$ cat src/rtl/bin2bcd_seq.sv
// Sequential double-dabble binary-to-BCD converter with optional two's-complement input.
// Results are registered and held until the next conversion completes.
module bin2bcd_seq #(
  parameter int unsigned WIDTH  = 8,
  parameter int unsigned DIGITS = 3
) (
  input  logic                  clk,
  input  logic                  rst,
  input  logic                  start,
  input  logic [WIDTH-1:0]      bin,
  input  logic                  sign_mode,
  output logic                  busy,
  output logic                  done,
  output logic [4*DIGITS-1:0]   bcd,
  output logic                  neg
);

  localparam int unsigned BW = 4 * DIGITS;
  localparam int unsigned CW = $clog2(WIDTH + 1);

  typedef enum logic {IDLE, CONV} state_t;

  state_t          r_state, w_state_nxt;
  logic [WIDTH-1:0] r_mag, w_mag_nxt;
  logic [BW-1:0]   r_work, w_work_nxt, w_adj, w_shifted;
  logic [CW-1:0]   r_cnt, w_cnt_nxt;
  logic            r_pneg, w_pneg_nxt;
  logic            r_busy, w_busy_nxt;
  logic            r_done, w_done_nxt;
  logic [BW-1:0]   r_bcd, w_bcd_nxt;
  logic            r_neg, w_neg_nxt;
  logic [WIDTH-1:0] w_abs;

  always_ff @(posedge clk or negedge rst) begin
    if (!rst) begin
      r_state <= IDLE;
      r_mag   <= '0;
      r_work  <= '0;
      r_cnt   <= '0;
      r_pneg  <= 1'b0;
      r_busy  <= 1'b0;
      r_done  <= 1'b0;
      r_bcd   <= '0;
      r_neg   <= 1'b0;
    end else begin
      r_state <= w_state_nxt;
      r_mag   <= w_mag_nxt;
      r_work  <= w_work_nxt;
      r_cnt   <= w_cnt_nxt;
      r_pneg  <= w_pneg_nxt;
      r_busy  <= w_busy_nxt;
      r_done  <= w_done_nxt;
      r_bcd   <= w_bcd_nxt;
      r_neg   <= w_neg_nxt;
    end
  end

  // Add-3 correction on every working nibble, then one-bit shift of {work, mag}
  always_comb begin
    w_adj = r_work;
    for (int d = 0; d < int'(DIGITS); d++) begin
      if (r_work[4*d +: 4] >= 4'd5) begin
        w_adj[4*d +: 4] = r_work[4*d +: 4] + 4'd3;
      end
    end
    w_shifted = {w_adj[BW-2:0], r_mag[WIDTH-1]};
  end

  // Negating the most negative value wraps to 2^(WIDTH-1), which is the correct magnitude
  assign w_abs = WIDTH'(~bin + WIDTH'(1));

  always_comb begin
    w_state_nxt = r_state;
    w_mag_nxt   = r_mag;
    w_work_nxt  = r_work;
    w_cnt_nxt   = r_cnt;
    w_pneg_nxt  = r_pneg;
    w_busy_nxt  = r_busy;
    w_done_nxt  = 1'b0;
    w_bcd_nxt   = r_bcd;
    w_neg_nxt   = r_neg;
    case (r_state)
      IDLE: begin
        if (start) begin
          if (sign_mode && bin[WIDTH-1]) begin
            w_mag_nxt  = w_abs;
            w_pneg_nxt = 1'b1;
          end else begin
            w_mag_nxt  = bin;
            w_pneg_nxt = 1'b0;
          end
          w_work_nxt  = '0;
          w_cnt_nxt   = '0;
          w_busy_nxt  = 1'b1;
          w_state_nxt = CONV;
        end
      end
      CONV: begin
        w_work_nxt = w_shifted;
        w_mag_nxt  = {r_mag[WIDTH-2:0], 1'b0};
        w_cnt_nxt  = r_cnt + CW'(1);
        if (r_cnt == CW'(WIDTH - 1)) begin
          w_bcd_nxt   = w_shifted;
          w_neg_nxt   = r_pneg;
          w_done_nxt  = 1'b1;
          w_busy_nxt  = 1'b0;
          w_state_nxt = IDLE;
        end
      end
      default: begin
        w_busy_nxt  = 1'b0;
        w_state_nxt = IDLE;
      end
    endcase
  end

  assign busy = r_busy;
  assign done = r_done;
  assign bcd  = r_bcd;
  assign neg  = r_neg;

endmodule

$ cat config.mk
export PLATFORM = sky130hd
export DESIGN_NAME = bin2bcd_seq
export DESIGN_NICKNAME = d
export VERILOG_FILES = /design/src/rtl/bin2bcd_seq.sv
export SDC_FILE = /design/constraint.sdc
export NUM_CORES = 1
export LEC_CHECK = 0
export CAP_MARGIN = 10
export CORE_ASPECT_RATIO = 1.4
export CORE_UTILIZATION = 49
export DETAILED_ROUTE_END_ITERATION = 8
export PLACE_DENSITY = 0.86
export SLEW_MARGIN = 0
export SYNTH_ARGS = -nofsm -noshare
export SYNTH_HDL_FRONTEND = slang
export SYNTH_SLANG_ARGS = --single-unit
$ cat constraint.sdc
create_clock -name clk -period 1.4 [get_ports clk]
set_input_delay 0.21 -clock clk [delete_from_list [all_inputs] [get_ports clk]]
set_output_delay 0.21 -clock clk [all_outputs]
set_load 0.005 [all_outputs]
# After elaboration in Yosys (flattened, before gate mapping)
# Index checks and enable logic that the tools add are counted.
[classes] addsub=5 order_cmp=3 n_eq_ne=3 muxes=19 n_bitwise=2 reduce_logical=4
[op_table] operator="one-hot mux 12 bit (2 select lines)" n=1
[op_table] operator="2-to-1 mux 8 bit" n=2
[op_table] operator="one-hot mux 8 bit (2 select lines)" n=1
[op_table] operator=">= comparator 4 x 3 -> 1 bit, second input constant" n=3
[op_table] operator="2-to-1 mux 12 bit" n=1
[op_table] operator="2-to-1 mux 4 bit" n=3
[op_table] operator="adder 4 x 2 -> 4 bit, second input constant" n=2
[op_table] operator="adder 8 x 1 -> 8 bit, second input constant" n=1
[op_table] operator="NOT 8 bit" n=1
[op_table] operator="one-hot mux 4 bit (2 select lines)" n=1
[op_table] operator="2-to-1 mux 1 bit" n=7
[op_table] operator="AND reduction 2 bit" n=3
[op_table] operator="adder 4 x 1 -> 4 bit, second input constant" n=1
[op_table] operator="== test 4 x 3 -> 1 bit, second input constant" n=1
[op_table] operator="one-hot mux 1 bit (2 select lines)" n=2
[op_table] operator="adder 3 x 2 -> 3 bit, second input constant" n=1
[op_table] operator="2-to-1 mux 3 bit" n=1
[op_table] operator="!= test 2 x 1 -> 1 bit, second input constant" n=1
[op_table] operator="!= test 2 bit, second input constant" n=1
[op_table] operator="logical AND 1 bit" n=1
[op_table] operator="NOT 1 bit" n=1
[totals] ff_bits=41 out_inout_bits=15 word_cells=45

# Logic depth before layout (Yosys ltp)
[depth] depth_word=5 ltp_mapped=6 ltp_nobuf=6

# Worst setup path after synthesis
# OpenSTA, ideal clock, no wires.
[synth_timing] path_kind="register -> register" start="register r_work[4]" end="register r_bcd[6] (netlist: bcd[6])" setup_ns=0.125 arrival_ns=1.331 required_ns=1.275 path_slack_ns=-0.056 stages_incl_launch_ff=6 path_buffers=0 period_less_slack_ns=1.456 cell_sequence="dfrtp_1 ha_1 nand2b_1 a21oi_1 mux2i_1 mux2_2"
[synth_between] elab_chain_len=2
[synth_rtl] item="from (decl)" line="25" source="logic [BW-1:0] r_work, w_work_nxt, w_adj, w_shifted;"
[synth_rtl] item="from (signal assigned)" line="48" source="r_work <= w_work_nxt;"
[synth_rtl] item="adder 4 x 2 -> 4 bit or >= comparator 4 x 3 -> 1 bit (tied branches)" line="63, 62"
[synth_rtl] item="2-to-1 mux 4 bit (*)" line="62" source="if (r_work[4*d +: 4] >= 4'd5) begin"
[synth_rtl] item="to (signal assigned)" line="53" source="r_bcd <= w_bcd_nxt;"
[synth_rtl] item="to (decl)" line="30" source="logic [BW-1:0] r_bcd, w_bcd_nxt;"
# Every way passes the cells marked *; elsewhere a longest branch is shown, timed or not.
# A chain may end at the register's enable or synchronous reset.

# Worst setup path in the final report
# Same ends and word-level chain as after synthesis.

==> qor.yml <==
start_util: 0.515
portBuffers: 26
h-tree-depth: 2
ys_warn_count: 0
grt_pass1_vias: 1821
final_cells: 305
clock_path_buffers: 2
max_freq_mhz: 654
path_clk_slew_ns: 0.08
core_area_sq_mm: 0.00399
p_leak_nw: 1.43
final_area_sq_mm: 0.00299
dp.cells: 285
start_kind: "flip-flop"
clock_latency_ns: 0.29
drt_iter0_drc: 51
path_max_fanout: 4
grtUsageTotal: 0.231
drive_gt1_frac: 0.332
fp-row-count: 27
clockRootBuffer: "clkbuf_8"
dp.final_hpwl_microns: 3100
end_kind: "flip-flop"
syn_area_sq_mm: 0.00205
cts_tree: "yes"
post-route-util: 0.750
grt_max_degree: 42
cts.sinks: 41
crit_type: "flip-flop to flip-flop"
setup-tns-final_ns: -0.551
peakVddDrop_uv: 1190
n_antenna_cell: 0
crit_family: "multiplexers"
synth_fp_nets: 216
violations: "DRC, setup timing"
ant_nets: 0
wl_per_cell_microns: 16.7
power.total_mw: 6.69
reg2regPathDepth: 5
synthCells: 196
gp_congestion: 0.762
grt_pass1_wl_microns: 7840
area.growth.synth_to_final_pct: 45.5
vias_per_cell: 5.61
numCtsBuffers: 5
wl_microns: 5090
path_cells: "ha_2 -> nand2b_4 -> a21oi_4 -> mux2i_2 -> mux2_4"
vias: 1710
cap_violations: 0
drcViolationCount: 2
wl_met1_microns: 2010
period_minus_slack_ns: 1.53
synth-seq-cells: 41
design.die.area_sq_mm: 0.00446
r2r-start: "r_work[4]$_DFFE_PN0P_"
setup_viol: 9
cp_data_required_time_ns: 1.63
firstDrtPassIters: 6
io_pins: 27
p_per_area_mw_per_mm2: 2240
fin_ws_ns: -0.129
ys_seq_area_frac: 0.500
wl_met2_microns: 2810
top_layer: "met4"
synth.distinct_cells: 30
final_max_slew_viol_count: 0
slew_headroom: 0.687
grt_overflow: 0
status: "finished with violations"
postPlaceCellArea_sq_mm: 0.00259
crit_buf_inv: 0
hp-class: "input port to async pin"
finalNetCount: 282
antenna_found_initial: 0
rsz0062_at_grt: "true"
worst-slew-pin-transition_ns: 0.470
die_y_microns: 78.6
die-width_microns: 56.7
fin_crit_sh: 1.09
r2r-end: "bcd[6]$_DFFE_PN0P_"
reg2reg_setup_slack_ns: -0.13
max_stage_delay_ns: 0.44
fin_skew_ns: 0.00299
wl_met3_microns: 146
syn_avg_cell_area_sq_um: 10.5
arrival_ns: 1.76
final_hold_viol_count: 0
cpMaxStageDelayCell: "dfrtp_1"
==> worst register-to-register path, delay by kind of cell, from the launching register on <==
kind | cells | cell delay [ns]
flops | 1 | 0.44
compound gates | 1 | 0.19
fa+ha+maj | 1 | 0.20
mux | 2 | 0.49
simple gates | 1 | 0.15
==> layer usage <==
metal  up-vias  track usage
li1        811            -
met1       841        0.242
met2        44        0.429
met3        14       0.0445
met4         0        0.118
met5         -            0
==> what timing repair did <==
action | CTS | global route
hold buffers | 1 | 0
gates cloned | 0 | 0
endpoints found under the hold margin | 18 | 0
buffers inserted | 7 | 5
pin swaps | 10 | 5
endpoints found under the setup margin | 15 | 22
gates resized for setup | 29 | 25
==> synthesized netlist by cell type, drive strengths merged <==
library cell	instances	area [sq um]
or3	1	6.26
o21bai	1	11.3
clkbuf	6	22.5
a21oi	12	60.1
o41ai	1	16.3
a21o	8	60.1
o21ai	14	70.1
ha	8	100
nand4b	1	8.76
o311ai	1	8.76
buf	3	15.0
nand3	3	15.0
xor2	2	17.5
o31ai	1	7.51
a22o	2	17.5
nor3	3	15.0
nor2	9	33.8
inv	9	33.8
nand2b	11	68.8
dfrtp	41	1030
xnor2	7	61.3
mux2	6	67.6
or4	1	11.3
nor2b	1	6.26
mux2i	11	110
a311oi	2	17.5
nor3b	12	90.1
a22oi	1	7.51
nand2	18	67.6
==> where the power goes <==
group	total, mW	internal [mW]	switching, mW
clock	0.920	0.518	0.402
sequential	2.17	1.71	0.461
combinational	3.60	2.05	1.55
total	6.69	4.27	2.41
==> per-stage QoR <==
step           setup slack, ns  hold slack [ns]
3_3_place_gp            -0.378            0.184
6_report                -0.129            0.399
5_1_grt                 -0.172            0.422
4_1_cts                -0.0377            0.412
2_1_floorplan          0.00173          -0.0856
3_5_place_dp            -0.449            0.188
==> cell type report <==
class / instances / area, sq um
multi-input combinational: 137 / 1140
sequential: 41 / 1030
fill: 252 / 998
timing repair buffer: 68 / 624
clock buffer: 5 / 68.8
tap: 43 / 53.8
inverter: 9 / 36.3
clock inverter: 2 / 35.0
==> cell families (layout without fill, tap and decap cells) <==
| group | count (synthesis) | after routing | synth area share |
|---|---|---|---|
| mux | 17 | 17 | 0.0865 |
| buf+inv | 18 | 84 | 0.0347 |
| simple gates | 60 | 60 | 0.157 |
| xor+xnor | 9 | 9 | 0.0384 |
| compound gates | 43 | 43 | 0.135 |
| flops | 41 | 41 | 0.500 |
| fa+ha+maj | 8 | 8 | 0.0488 |
==> cell usage in the layout (no fill, tap or decap), drive strengths merged, types with 5 or more instances in the layout <==
| master | synthesis | routed |
|---|---|---|
| buf | 3 | 42 |
| dfrtp | 41 | 41 |
| nand2 | 18 | 18 |
| clkdlybuf4s50 | 0 | 18 |
| o21ai | 14 | 14 |
| nor3b | 12 | 12 |
| a21oi | 12 | 12 |
| nand2b | 11 | 11 |
| mux2i | 11 | 11 |
| nor2 | 9 | 9 |
| inv | 9 | 9 |
| a21o | 8 | 8 |
| ha | 8 | 8 |
| xnor2 | 7 | 7 |
| mux2 | 6 | 6 |
| clkbuf | 6 | 5 |
==> sequential cells by signal (all words and copies together) (netlist names) <==
register and cells:
r_pneg 1, r_work 12, r_mag 8, neg 1, busy 1, done 1
bcd 12, r_cnt 4, r_state 1
==> worst max-delay path by stage <==
stage                     startpoint              endpoint  slack [ns]  cells past startpoint
4_1_cts        r_work[4]$_DFFE_PN0P_    bcd[6]$_DFFE_PN0P_       -0.04                      5
2_1_floorplan  r_work[4]$_DFFE_PN0P_    bcd[6]$_DFFE_PN0P_       0.002                      5
5_1_grt        r_work[4]$_DFFE_PN0P_    bcd[6]$_DFFE_PN0P_       -0.17                      5
3_5_place_dp                  bin[1]  r_mag[4]$_DFFE_PN0P_       -0.45                      7
6_report       r_work[4]$_DFFE_PN0P_    bcd[6]$_DFFE_PN0P_       -0.13                      5
3_3_place_gp                  bin[1]  r_mag[4]$_DFFE_PN0P_       -0.38                      7
(Power assumes the default switching activity.)
